[src/rtl/prod_accumulator_pkg.sv]
// Shared types and constants for the product accumulator and its saturating adder.
// Combinational constants only; no latency or backpressure of its own.
package prod_acc_pkg;

    localparam int PW_DEF = 16;
    localparam int AW_DEF = 20;
    localparam int LW_DEF = 8;

    typedef enum logic [1:0] {
        S_IDLE  = 2'd0,
        S_ACCUM = 2'd1,
        S_DONE  = 2'd2
    } state_t;

    localparam logic [AW_DEF-1:0] SAT_MAX = {1'b0, {(AW_DEF-1){1'b1}}};
    localparam logic [AW_DEF-1:0] SAT_MIN = {1'b1, {(AW_DEF-1){1'b0}}};

endpackage

[src/rtl/prod_accumulator_if.sv]
// Product-in / result-out bundle between the Booth multiplier, accumulator and consumer.
// Both data paths are valid/ready; the master side drives run control and accepts results.
import prod_acc_pkg::*;

interface prod_acc_if #(
    parameter int PW = PW_DEF,
    parameter int AW = AW_DEF,
    parameter int LW = LW_DEF
);
    logic          start;
    logic [LW-1:0] len;
    logic          prod_valid;
    logic [PW-1:0] prod_in;
    logic          prod_ready;
    logic          acc_valid;
    logic [AW-1:0] acc_out;
    logic          acc_ready;
    logic          ovf;
    logic          busy;

    modport master (
        output start, len, prod_valid, prod_in, acc_ready,
        input  prod_ready, acc_valid, acc_out, ovf, busy
    );

    modport slave (
        input  start, len, prod_valid, prod_in, acc_ready,
        output prod_ready, acc_valid, acc_out, ovf, busy
    );
endinterface

[src/rtl/prod_accumulator_sat_add.sv]
// Signed AW + sign-extended PW adder clamped to the AW-bit range, with overflow flag.
// Purely combinational: zero latency, no backpressure.
import prod_acc_pkg::*;

module sat_add #(
    parameter int PW = PW_DEF,
    parameter int AW = AW_DEF
) (
    input  logic [AW-1:0] i_a,
    input  logic [PW-1:0] i_b,
    output logic [AW-1:0] o_sum,
    output logic          o_ovf
);
    localparam logic [AW-1:0] L_MAX = {1'b0, {(AW-1){1'b1}}};
    localparam logic [AW-1:0] L_MIN = {1'b1, {(AW-1){1'b0}}};

    logic [AW:0] w_full;

    // One guard bit is enough: |i_b| is far below 2^(AW-1), so the true sum fits in AW+1 bits.
    assign w_full = {i_a[AW-1], i_a} + {{(AW+1-PW){i_b[PW-1]}}, i_b};

    always_comb begin
        o_sum = w_full[AW-1:0];
        o_ovf = 1'b0;
        if (w_full[AW] != w_full[AW-1]) begin
            o_ovf = 1'b1;
            o_sum = w_full[AW] ? L_MIN : L_MAX;
        end
    end
endmodule

[src/rtl/prod_accumulator.sv]
// Sums LEN signed products into one saturating result; result valid the cycle after the last product.
// Products accepted every ACCUM cycle (prod_ready from state); result held in DONE until acc_ready.
import prod_acc_pkg::*;

module prod_accumulator #(
    parameter int PW = PW_DEF,
    parameter int AW = AW_DEF,
    parameter int LW = LW_DEF
) (
    input  logic        clk,
    input  logic        rst,
    prod_acc_if.slave   bus
);
    state_t        r_state;
    logic [AW-1:0] r_acc;
    logic [LW-1:0] r_cnt;
    logic          r_ovf;
    logic          r_acc_valid;
    logic          r_busy;

    logic [AW-1:0] w_sum;
    logic          w_sum_ovf;
    logic          w_prod_ready;

    sat_add #(
        .PW (PW),
        .AW (AW)
    ) u_sat_add (
        .i_a   (r_acc),
        .i_b   (bus.prod_in),
        .o_sum (w_sum),
        .o_ovf (w_sum_ovf)
    );

    assign w_prod_ready = (r_state == S_ACCUM);

    always_ff @(posedge clk or posedge rst) begin
        if (rst) begin
            r_state     <= S_IDLE;
            r_acc       <= '0;
            r_cnt       <= '0;
            r_ovf       <= 1'b0;
            r_acc_valid <= 1'b0;
            r_busy      <= 1'b0;
        end else begin
            case (r_state)
                S_IDLE: begin
                    if (bus.start) begin
                        r_acc  <= '0;
                        r_ovf  <= 1'b0;
                        r_busy <= 1'b1;
                        if (bus.len != '0) begin
                            r_cnt   <= bus.len;
                            r_state <= S_ACCUM;
                        end else begin
                            r_acc_valid <= 1'b1;
                            r_state     <= S_DONE;
                        end
                    end
                end
                S_ACCUM: begin
                    if (bus.prod_valid) begin
                        r_acc <= w_sum;
                        r_ovf <= r_ovf | w_sum_ovf;
                        r_cnt <= r_cnt - 1'b1;
                        if (r_cnt == LW'(1)) begin
                            r_acc_valid <= 1'b1;
                            r_state     <= S_DONE;
                        end
                    end
                end
                S_DONE: begin
                    // ovf deliberately survives the return to IDLE; only a new start clears it.
                    if (bus.acc_ready) begin
                        r_acc_valid <= 1'b0;
                        r_busy      <= 1'b0;
                        r_state     <= S_IDLE;
                    end
                end
                default: begin
                    r_acc_valid <= 1'b0;
                    r_busy      <= 1'b0;
                    r_state     <= S_IDLE;
                end
            endcase
        end
    end

    assign bus.prod_ready = w_prod_ready;
    assign bus.acc_valid  = r_acc_valid;
    assign bus.acc_out    = r_acc;
    assign bus.ovf        = r_ovf;
    assign bus.busy       = r_busy;

endmodule
[src/flat_wrapper.sv]
// flat-port wrapper written by rule: the top's interface ports become plain ports
module prod_accumulator_flat 
#(
    parameter int PW = PW_DEF,
    parameter int AW = AW_DEF,
    parameter int LW = LW_DEF
)
  (clk, rst, bus_start, bus_len, bus_prod_valid, bus_prod_in, bus_acc_ready, bus_prod_ready, bus_acc_valid, bus_acc_out, bus_ovf, bus_busy);
  prod_acc_if #(.PW(PW), .AW(AW), .LW(LW)) bus_i ();
  input  logic clk;
  input  logic rst;
  input wire logic [$bits(bus_i.start)-1:0] bus_start;
  input wire logic [$bits(bus_i.len)-1:0] bus_len;
  input wire logic [$bits(bus_i.prod_valid)-1:0] bus_prod_valid;
  input wire logic [$bits(bus_i.prod_in)-1:0] bus_prod_in;
  input wire logic [$bits(bus_i.acc_ready)-1:0] bus_acc_ready;
  output wire logic [$bits(bus_i.prod_ready)-1:0] bus_prod_ready;
  output wire logic [$bits(bus_i.acc_valid)-1:0] bus_acc_valid;
  output wire logic [$bits(bus_i.acc_out)-1:0] bus_acc_out;
  output wire logic [$bits(bus_i.ovf)-1:0] bus_ovf;
  output wire logic [$bits(bus_i.busy)-1:0] bus_busy;
  assign bus_i.start = bus_start;
  assign bus_i.len = bus_len;
  assign bus_i.prod_valid = bus_prod_valid;
  assign bus_i.prod_in = bus_prod_in;
  assign bus_i.acc_ready = bus_acc_ready;
  assign bus_prod_ready = bus_i.prod_ready;
  assign bus_acc_valid = bus_i.acc_valid;
  assign bus_acc_out = bus_i.acc_out;
  assign bus_ovf = bus_i.ovf;
  assign bus_busy = bus_i.busy;
  prod_accumulator #(.PW(PW), .AW(AW), .LW(LW)) u_core (.clk(clk), .rst(rst), .bus(bus_i));
endmodule
[config.mk]
export PLATFORM = sky130hd
export DESIGN_NAME = prod_accumulator_flat
export DESIGN_NICKNAME = d
export VERILOG_FILES = /design/src/rtl/prod_accumulator_pkg.sv /design/src/rtl/prod_accumulator_if.sv /design/src/rtl/prod_accumulator_sat_add.sv /design/src/rtl/prod_accumulator.sv /design/src/flat_wrapper.sv
export SDC_FILE = /design/constraint.sdc
export NUM_CORES = 1
export LEC_CHECK = 0
export BUFFER_PORTS_ARGS = -buffer_cell sky130_fd_sc_hd__clkbuf_2
export CELL_PAD_IN_SITES_DETAIL_PLACEMENT = 2
export CELL_PAD_IN_SITES_GLOBAL_PLACEMENT = 2
export CORE_UTILIZATION = 35
export DETAILED_ROUTE_END_ITERATION = 10
export GPL_TIMING_DRIVEN = 0
export HOLD_SLACK_MARGIN = 0.08
export PLACE_DENSITY = 0.95
export SYNTH_ARGS = -nofsm -noshare
export SYNTH_HDL_FRONTEND = slang
export SYNTH_SLANG_ARGS = --single-unit
[constraint.sdc]
create_clock -name clk -period 6.3 [get_ports clk]
set_input_delay 0.945 -clock clk [delete_from_list [all_inputs] [get_ports clk]]
set_output_delay 0.945 -clock clk [all_outputs]
set_load 0.03 [all_outputs]
==> metrics.cfg, run 1 <==
[final_layout]
register_area_sq_um = 825.8
final_cell_mix = clkbuf_2 (52), a21oi_1 (45), nand2_1 (33), dfrtp_1 (33), o21ai_0 (32)
layout_commonest_cell = clkbuf_2
n_antenna_cell = 0
drive_above_1_share_pct = 19.00
area_growth_pct = 18.09
multiInputGateArea_sq_um = 1778
fin_area_sq_um = 3227
fillers = 866
final_nets = 451
fin_cells = 499

[pwr]
power_density_nw_per_um2 = 635.6
peakVddDrop_mv = 0.1617
power.net_switching_uw = 1159
power.total_uw = 2051
p_comb_share_pct = 71.3
seqPwrFrac_pct = 20.6
power_frac_clock_pct = 8.1
intPower_uw = 892.0
switching_share_pct = 56.50
p_leak_uw = 0.001443

[placement]
place.gp.congestion = 0.8251
place_inst = 491
portBuffers = 52
hpwl_um = 7803
postPlaceCellArea_sq_um = 3144

[grt]
grt_pass1_vias = 3173
grt_usage_pct = 25.56
antenna_found_initial = 0
gr-total-overflow = 0
grt_pass1_wl_um = 16560
grt_max_degree = 21

[critical_path]
path_cells = clkbuf_2 -> ha_1 -> fa_1 -> a211oi_1 -> o21a_1 -> o2111ai_1 -> nand3_1 -> a21oi_2 -> o21ai_2 -> o21ai_1
worstPathArrival_ps = 3490
critPathKind = in2reg
cp.required_ps = 6450
cp_top_family = compound AO/OA/AOI/OAI gates
timing.rr.start = u_core.bus.acc_out[0]
crit_buf_inv = 1
crit_start = bus_prod_in[0]
start_kind = input pin
crit_path_max_fanout = 8
max_stage_delay_ps = 460
endpoint_kind = flop
critPathSlowestCell = o21ai_2

[clock_network]
post_cts_buffers = 0
cts_sinks = 33
h-tree-depth = 2
root_buffer = clkbuf_8
cts_tree = done
cts_hold_buf = 0
numCtsBuffers = 5
cts-resized-gates = 0
clk_pin_slew_ps = 80
clk_latency_ps = 290
cts_buffer_depth = 2

[timing]
finalHoldViolCount = 0
slew-limit-headroom_pct = 53.76
worst_hold_slack_ps = 526.0
skew_ps = 10.09
timing.fmax_ghz = 0.2995
tightest_slew_ps = 693.6
rsz0062_at_grt = false
setup_viol_count_final = 0
fin_setup_tns_ps = 0
period_share_pct = 53.01
drv_slew = 0
fin_crit_ps = 3339

[floorplan]
die_x_um = 90.36
die_area_sq_um = 8165
start_util_pct = 36.89
die_h_um = 90.36
rows = 31
design.core.area_sq_um = 7408
ios = 53

[logic_synthesis]
synth_ff_type = dfrtp_1
yosysWarningCount = 0
yosys_register_bits = 33
synth_top_family_by_area = compound AO/OA/AOI/OAI gates
avgSynthCellArea_sq_um = 8.061
synth_fa_ha_area_share_pct = 10.81
async_flop_share_pct = 100.0
synth_edf_count = 0
synthMuxAreaShare_pct = 0.4121
yosysSeqAreaShare_pct = 30.22
syn_area_sq_um = 2733
synthSimpleGateAreaFrac_pct = 15.52
syn_nets = 391
synth_compound_area_share_pct = 31.87
ys_types = 53
synthCells = 339
synthXorXnorAreaFrac_pct = 6.456

[job]
maxCapViolCount = 0

[drt]
routed_wl_um = 9799
drt_pre_antenna_iters = 4
initialDrtViolationCount = 60
ant_nets = 0
wl_per_cell_um = 19.64
vias = 2873
viasPerCell = 5.758
drc = 0

[status]
status = completed

[worst_hold_path]
hold_class = reg2reg
hold_start = u_core.bus.acc_out[10]

-- flip-flops by register name, summed over array words and instances (netlist names) --
| signal | cells |
|---|---|
| u_core.r_state | 2 |
| u_core.bus.acc_valid | 1 |
| u_core.bus.acc_out | 20 |
| u_core.bus.ovf | 1 |
| u_core.r_cnt | 8 |
| u_core.bus.busy | 1 |
-- synthesized netlist by cell type, drive strengths merged (2+ instances only) --
master   count  area share [%]
nor3         4            0.73
nand2       33             4.5
nand2b       4            0.92
nand3        3            0.55
o31ai        2            0.55
nor2        26             3.7
a2111oi      2            0.64
a31oi        3            0.69
o311ai       5             2.2
inv         16             2.2
xor2         8             3.3
nor2b        5             1.1
a21o         4             1.1
and2         2            0.46
xnor2       10             3.2
or2          3            0.69
a211oi       7             1.9
clkbuf       6            0.82
o211ai       6             1.6
a22oi        3            0.82
dfrtp       33              30
a41oi        2            0.64
ha          22              10
o22ai        5             1.1
nor4         6             1.4
nand4        4            0.92
o21ai       45             8.4
buf          9             1.7
a21oi       46             8.6
-- metal layers --
layer / track usage [%] / routed length (um)
met5: 0 / 0
met4: 7.796 / 128
met3: 3.199 / 242
met2: 47.01 / 5133
met1: 30.81 / 4295
-- final timing paths --
kind / end / slack, ps / cells past startpoint
hold reg to reg: u_core.bus.acc_out[10] / 530 / 2
setup reg to reg: u_core.bus.acc_out[3] / 3270 / 9
min in group asynchronous: u_core.r_cnt[0] / 730 / 2
setup / recovery: u_core.bus.acc_out[3] / 2960 / 10
max in group asynchronous: u_core.bus.acc_out[13] / 5030 / 3
hold / removal: u_core.bus.acc_out[10] / 530 / 2
-- final cells by class --
type / instances / share of cell area, %
Buffer: 15 / 2.133
Clock buffer: 6 / 2.249
Clock inverter: 2 / 0.3102
Inverter: 16 / 1.861
Multi-Input combinational cell: 275 / 55.10
Sequential cell: 33 / 25.59
Tap cell: 99 / 3.839
Timing Repair Buffer: 53 / 8.918
-- power groups by stage --
stage          clock network [uW]  registers, uW  logic (uW)
4_1_cts                       168            423        1460
2_1_floorplan                   0            536         902
3_3_place_gp                    0            414        1360
6_report                      166            423        1460
3_5_place_dp                    0            426        1450
5_1_grt                       176            437        1610
-- stage by stage --
step | util, % | worst slack (ps)
floorplan | - | 3343
global placement | 42.07 | 2793
detailed placement | 42.44 | 2698
CTS | 43.56 | 2996
global route | 43.56 | 2778
finish | 43.56 | 2961
-- cell families (layout without fill, tap and decap cells) --
kind of cell,after synthesis,count (layout)
AOI/OAI and AO/OA,141,141
and+or+nand+nor,92,92
DFF,33,33
buffers and inverters,31,92
adders and majority gates,23,23
xor gates and xnor gates,18,18
muxes,1,1
-- worst register-to-register path, stage by stage (launching register included) --
cell and delay, ps:
dfrtp_1 400, ha_1 250, fa_1 450, a211oi_1 440, o21a_1 240, o2111ai_1 210, nand3_1 170, a21oi_2 130
o21ai_2 460, o21ai_1 140
Note: power is estimated with default switching activity, not from simulation.
==> run 2, diff against run 1 <==
--- a/config.mk
+++ b/config.mk
@@ -8,11 +8,11 @@
 export BUFFER_PORTS_ARGS = -buffer_cell sky130_fd_sc_hd__clkbuf_2
 export CELL_PAD_IN_SITES_DETAIL_PLACEMENT = 2
 export CELL_PAD_IN_SITES_GLOBAL_PLACEMENT = 2
-export CORE_UTILIZATION = 35
+export CORE_UTILIZATION = 32
 export DETAILED_ROUTE_END_ITERATION = 10
 export GPL_TIMING_DRIVEN = 0
 export HOLD_SLACK_MARGIN = 0.08
-export PLACE_DENSITY = 0.95
+export PLACE_DENSITY = 0.89
 export SYNTH_ARGS = -nofsm -noshare
 export SYNTH_HDL_FRONTEND = slang
 export SYNTH_SLANG_ARGS = --single-unit
==> constraint.sdc (replaced) <==
create_clock -name clk -period 3.1 [get_ports clk]
set_input_delay 0.465 -clock clk [delete_from_list [all_inputs] [get_ports clk]]
set_output_delay 0.465 -clock clk [all_outputs]
set_load 0.03 [all_outputs]
==> run 2 against run 1 <==
  * Critical endpoint is now u_core.bus.acc_out[1]
  * Die area grew 9.2%
  * Combinational power is 110% higher
  * Sequential share of layout area shrank 0.41 points
  * Final area increased by 1.6%
  * Wire length up 2.8%
  * First-iteration DRC count is 98% higher
==> metrics.cfg, run 2 (synthesized netlist as in run 1, its figures left out) <==
[status]
status = completed  ; unchanged

[final_layout]
fillers = 973  ; was 866
final_nets = 451  ; unchanged
drive_above_1_share_pct = 19.75  ; was 19.00%
multiInputGateArea_sq_um = 1804  ; was 1778 sq um
fin_cells = 505  ; was 499
area_growth_pct = 20.01  ; was 18.09%
n_antenna_cell = 0  ; unchanged
final_cell_mix = clkbuf_2 (52), a21oi_1 (45), nand2_1 (33), dfrtp_1 (33), o21ai_0 (32)  ; unchanged
layout_commonest_cell = clkbuf_2  ; unchanged
register_area_sq_um = 825.8  ; unchanged
largest_reg_flops = 20  ; unchanged

[critical_path]
worstPathArrival_ps = 3080  ; was 3490 ps
max_stage_delay_ps = 440  ; was 460 ps
critPathKind = reg2reg  ; was in2reg
cp.required_ps = 3310  ; was 6450 ps
endpoint_kind = flop  ; unchanged
path_cells = ha_1 -> buf_2 -> a21o_1 -> o21ba_2 -> a2bb2oi_1 -> o311ai_4 -> xor2_4 -> buf_4 -> a21oi_1 -> o21ai_1  ; was clkbuf_2 -> ha_1 -> fa_1 -> a211oi_1 -> o21a_1 -> o2111ai_1 -> nand3_1 -> a21oi_2 -> o21ai_2 -> o21ai_1
start_kind = flop  ; was input pin
reg2reg_slack_ps = 230  ; was 3270 ps
crit_path_max_fanout = 10  ; was 8
critPathSlowestCell = xor2_4  ; was o21ai_2

[drt]
ant_nets = 0  ; unchanged
routed_wl_um = 10070  ; was 9799 um
vias = 2898  ; was 2873
drc = 0  ; unchanged
drt_pre_antenna_iters = 4  ; unchanged
initialDrtViolationCount = 119  ; was 60
viasPerCell = 5.739  ; was 5.758
wl_per_cell_um = 19.94  ; was 19.64 um

[grt]
grt_pass1_wl_um = 15860  ; was 16560 um
grt_max_degree = 19  ; was 21
gr-total-overflow = 0  ; unchanged
antenna_found_initial = 0  ; unchanged
grt_usage_pct = 23.16  ; was 25.56%
grt_pass1_vias = 3093  ; was 3173

[floorplan]
ios = 53  ; unchanged
rows = 33  ; was 31
die_x_um = 94.41  ; was 90.36 um
design.core.area_sq_um = 8258  ; was 7408 sq um
die_area_sq_um = 8913  ; was 8165 sq um
start_util_pct = 33.09  ; was 36.89%
die_h_um = 94.41  ; was 90.36 um

[placement]
portBuffers = 52  ; unchanged
place.gp.congestion = 0.8490  ; was 0.8251
pre_cts_ws_ps = 30.25  ; was 2698 ps
hpwl_um = 7602  ; was 7803 um
place_inst = 497  ; was 491

[clock_network]
h-tree-depth = 2  ; unchanged
root_buffer = clkbuf_8  ; unchanged
clk_latency_ps = 290  ; about the same
cts_hold_buf = 0  ; unchanged
numCtsBuffers = 5  ; unchanged
clk_pin_slew_ps = 80  ; about the same
cts_buffer_depth = 2  ; unchanged
cts_sinks = 33  ; unchanged
cts_tree = done  ; unchanged

[timing]
finalHoldViolCount = 0  ; unchanged
timing.fmax_ghz = 0.3481
skew_ps = 6.661  ; was 10.09 ps
period_share_pct = 92.67
rsz0062_at_grt = false  ; unchanged
worst_hold_slack_ps = 335.6  ; was 526.0 ps
fin_setup_tns_ps = 0  ; unchanged
setup_viol_count_final = 0  ; unchanged
worst_slack_ps = 227.2  ; was 2961 ps
slew-limit-headroom_pct = 40.64  ; was 53.76%
fin_crit_ps = 2873
tightest_slew_ps = 889.5  ; was 693.6 ps
drv_slew = 0  ; unchanged

[worst_hold_path]
hold_class = in2async  ; was reg2reg

[job]
maxCapViolCount = 0  ; unchanged

[pwr]
power.total_uw = 4261  ; was 2051 uW
p_leak_uw = 0.001458  ; was 0.001443 uW
power_density_nw_per_um2 = 1299  ; was 635.6 nW/um^2
peakVddDrop_mv = 0.3927  ; was 0.1617 mV

[run 2: cell count changes in the layout (fill, tap and decap cells not counted)]
cell and change:
a211oi_1 -1, a211oi_2 +1, a21oi_2 -1, a21oi_4 +1, clkbuf_1 -1, clkbuf_8 +2, clkinv_2 -1, o2111ai_1 -1
o2111ai_2 +1, o21ai_2 -1, o21ai_4 +1
[run 2: path summary, 6_finish.rpt]
path | from | end | depth (start not counted)
hold / removal | rst | u_core.bus.acc_out[7] | 2
max in group asynchronous | rst | u_core.bus.acc_out[16] | 3
hold reg to reg | u_core.bus.acc_out[16] | u_core.bus.acc_out[16] | 2
setup / recovery | u_core.bus.acc_out[14] | u_core.bus.acc_out[1] | 10
min in group clk | bus_len[0] | u_core.r_cnt[0] | 3
setup reg to reg | u_core.bus.acc_out[14] | u_core.bus.acc_out[1] | 10
[run 2: per-stage QoR]
stage	area, sq um	util [%]
2_1_floorplan	2733	-
3_3_place_gp	3124	37.83
3_5_place_dp	3152	38.17
4_1_cts	3253	39.39
5_1_grt	3279	39.71
6_report	3279	39.71
[run 2: repair_timing]
item                                    in CTS  in global routing
resized for setup                            0                  4
buffers inserted                             0                  0
endpoints found under the setup margin       0                 12
[run 2: area by class of cell]
cell class	instances	area share [%]
plain buffers	15	2.098
clock buffers	7	2.938
clock inverters	1	0.1526
inverters	16	1.831
multi-input cells	275	55.02
flip-flops and latches	33	25.18
well taps	105	4.006
repair buffers	53	8.775
[run 2: routing by layer]
metal	part of all wire, %	vias to the layer above	GRT usage, %
met3	2.8	7	2.013
li1	-	1363	-
met2	52	59	43.72
met5	0	-	0
met1	44	1469	28.25
met4	0.68	0	5.000
[run 2: worst max-delay path, delay by kind of cell, from the launching register on]
family | cells | cell delay [ps]
XOR/XNOR | 1 | 440
AO/OA/AOI/OAI | 6 | 1160
flip-flops | 1 | 430
buffers and inverters | 2 | 470
adder cells (fa/ha/maj) | 1 | 300
[run 2: where the power goes]
part           internal (uW)  total, uW  switching [uW]
Sequential               647        852             205
Combinational           1030       3020            2000
Clock                    201        384             183
Total                   1870       4260            2390
==> run 3, diff against run 2 <==
--- a/config.mk
+++ b/config.mk
@@ -8,6 +8,7 @@
 export BUFFER_PORTS_ARGS = -buffer_cell sky130_fd_sc_hd__clkbuf_2
 export CELL_PAD_IN_SITES_DETAIL_PLACEMENT = 2
 export CELL_PAD_IN_SITES_GLOBAL_PLACEMENT = 2
+export CORE_ASPECT_RATIO = 0.9
 export CORE_UTILIZATION = 32
 export DETAILED_ROUTE_END_ITERATION = 10
 export GPL_TIMING_DRIVEN = 0
==> run 3 against run 2 <==
  * Die area about the same
  * Via count grew 1.6%
  * Global-route usage grew 1.1 points
  * Register-to-register slack worse by 30 ps
  * Largest cell class unchanged
  * Sequential share of layout area is 0.27 points higher
  * Critical path depth shrank 1
  * Largest power group unchanged
  * Cell count decreased by 1.4%
==> metrics.cfg, run 3 (synthesized netlist as in run 1, its figures left out) <==
[floorplan]
die_x_um = 99.41  ; was 94.41 um
ios = 53  ; unchanged
die_area_sq_um = 8913  ; about the same
start_util_pct = 33.55  ; was 33.09%
rows = 31  ; was 33
die_h_um = 89.67  ; was 94.41 um
design.core.area_sq_um = 8145  ; was 8258 sq um

[timing]
worst_slack_ps = 196.8  ; was 227.2 ps
slew-limit-headroom_pct = 47.58  ; was 40.64%
worst_hold_slack_ps = 286.1  ; was 335.6 ps
finalHoldViolCount = 0  ; unchanged
skew_ps = 6.364  ; was 6.661 ps
fin_setup_tns_ps = 0  ; unchanged
fin_crit_ps = 2903  ; was 2873 ps
period_share_pct = 93.65  ; was 92.67%
rsz0062_at_grt = false  ; unchanged
timing.fmax_ghz = 0.3444  ; was 0.3481 GHz
drv_slew = 0  ; unchanged
tightest_slew_ps = 785.2  ; was 889.5 ps
setup_viol_count_final = 0  ; unchanged

[final_layout]
drive_above_1_share_pct = 19.55  ; was 19.75%
final_nets = 450  ; was 451
final_cell_mix = clkbuf_2 (52), a21oi_1 (45), nand2_1 (33), dfrtp_1 (33), o21ai_0 (32)  ; unchanged
fin_cells = 498  ; was 505
layout_commonest_cell = clkbuf_2  ; unchanged
area_growth_pct = 18.73  ; was 20.01%
largest_reg_flops = 20  ; unchanged
n_antenna_cell = 0  ; unchanged
fillers = 957  ; was 973

[critical_path]
timing.rr.start = u_core.bus.acc_out[5]  ; was u_core.bus.acc_out[14]
cp_top_family = compound AO/OA/AOI/OAI gates  ; unchanged
crit_buf_inv = 1  ; was 2
path_cells = ha_1 -> a2111oi_0 -> o21a_1 -> o2111ai_1 -> nand3_1 -> a21oi_2 -> buf_2 -> a32oi_1 -> o31ai_1  ; was ha_1 -> buf_2 -> a21o_1 -> o21ba_2 -> a2bb2oi_1 -> o311ai_4 -> xor2_4 -> buf_4 -> a21oi_1 -> o21ai_1
cp.required_ps = 3280  ; was 3310 ps
reg2reg_to = u_core.bus.acc_out[17]  ; was u_core.bus.acc_out[1]
endpoint_kind = flop  ; unchanged
reg2reg_slack_ps = 200  ; was 230 ps
worstPathArrival_ps = 3080  ; about the same
critPathSlowestCell = a2111oi_0  ; was xor2_4
critPathKind = reg2reg  ; unchanged
crit_path_max_fanout = 10  ; unchanged
max_stage_delay_ps = 630  ; was 440 ps
worstRegToRegCells = 9  ; was 10
start_kind = flop  ; unchanged

[worst_hold_path]
hold_class = in2async  ; unchanged

[grt]
grt_max_degree = 34  ; was 19
gr-total-overflow = 0  ; unchanged
grt_usage_pct = 24.30  ; was 23.16%
antenna_found_initial = 0  ; unchanged
grt_pass1_vias = 3105  ; was 3093
grt_pass1_wl_um = 16770  ; was 15860 um

[clock_network]
clk_pin_slew_ps = 90  ; was 80 ps
post_cts_buffers = 0  ; unchanged
cts_hold_buf = 0  ; unchanged
h-tree-depth = 2  ; unchanged
cts_buffer_depth = 2  ; unchanged
numCtsBuffers = 5  ; unchanged
root_buffer = clkbuf_8  ; unchanged
cts_sinks = 33  ; unchanged
cts-resized-gates = 0  ; unchanged
clk_latency_ps = 300  ; was 290 ps
cts_tree = done  ; unchanged

[drt]
wl_per_cell_um = 20.88  ; was 19.94 um
drc = 0  ; unchanged
viasPerCell = 5.914  ; was 5.739
drt_pre_antenna_iters = 4  ; unchanged
vias = 2945  ; was 2898
ant_nets = 0  ; unchanged
routed_wl_um = 10400  ; was 10070 um
initialDrtViolationCount = 139  ; was 119

[placement]
portBuffers = 52  ; unchanged
place_inst = 490  ; was 497
pre_cts_ws_ps = 26.20  ; was 30.25 ps
hpwl_um = 7663  ; was 7602 um
place.gp.congestion = 0.8627  ; was 0.8490

[pwr]
power_density_nw_per_um2 = 1340  ; was 1299 nW/um^2
power.total_uw = 4349  ; was 4261 uW
p_leak_uw = 0.001441  ; was 0.001458 uW
peakVddDrop_mv = 0.4907  ; was 0.3927 mV

[job]
maxCapViolCount = 0  ; unchanged

[status]
status = completed  ; unchanged

==> run 3: cell type report <==
class | count | area [sq um] | area share (%)
Tap cell | 99 | 123.9 | 3.818
Clock inverter | 3 | 46.29 | 1.427
Multi-Input combinational cell | 275 | 1790 | 55.19
Sequential cell | 33 | 825.8 | 25.45
Clock buffer | 5 | 68.82 | 2.121
Buffer | 15 | 68.82 | 2.121
Timing Repair Buffer | 52 | 260.3 | 8.022
Inverter | 16 | 60.06 | 1.851
==> run 3: power breakdown <==
group | leakage, uW | switching [uW] | total [uW] | internal [uW]
sequential | 0.000390 | 213 | 859 | 647
clock | 0.0000543 | 202 | 443 | 241
combinational | 0.000997 | 2030 | 3050 | 1010
==> run 3: how the worst max path moves through the flow <==
stage	start	to	slack (ps)	cells after the start
floorplan	u_core.bus.acc_out[0]	u_core.bus.acc_out[17]	520	10
global placement	bus_prod_in[0]	u_core.bus.acc_out[5]	70	10
detailed placement	bus_prod_in[0]	u_core.bus.acc_out[13]	30	10
CTS	u_core.bus.acc_out[5]	u_core.bus.acc_out[1]	60	8
global route	u_core.bus.acc_out[5]	u_core.bus.acc_out[3]	10	9
finish	u_core.bus.acc_out[5]	u_core.bus.acc_out[17]	200	9
==> run 3: stage by stage <==
stage | util, % | cell area, sq um
floorplan | - | 2733
global placement | 38.26 | 3117
detailed placement | 38.26 | 3117
CTS | 39.68 | 3232
global route | 39.83 | 3244
finish | 39.83 | 3244
==> run 3: metal layers <==
metal	vias up	routed length [um]	GRT usage, %
li1	1363	-	-
met1	1510	4969	32.60
met2	60	4985	42.17
met3	12	308	3.173
met4	0	136	5.481
met5	-	0	0
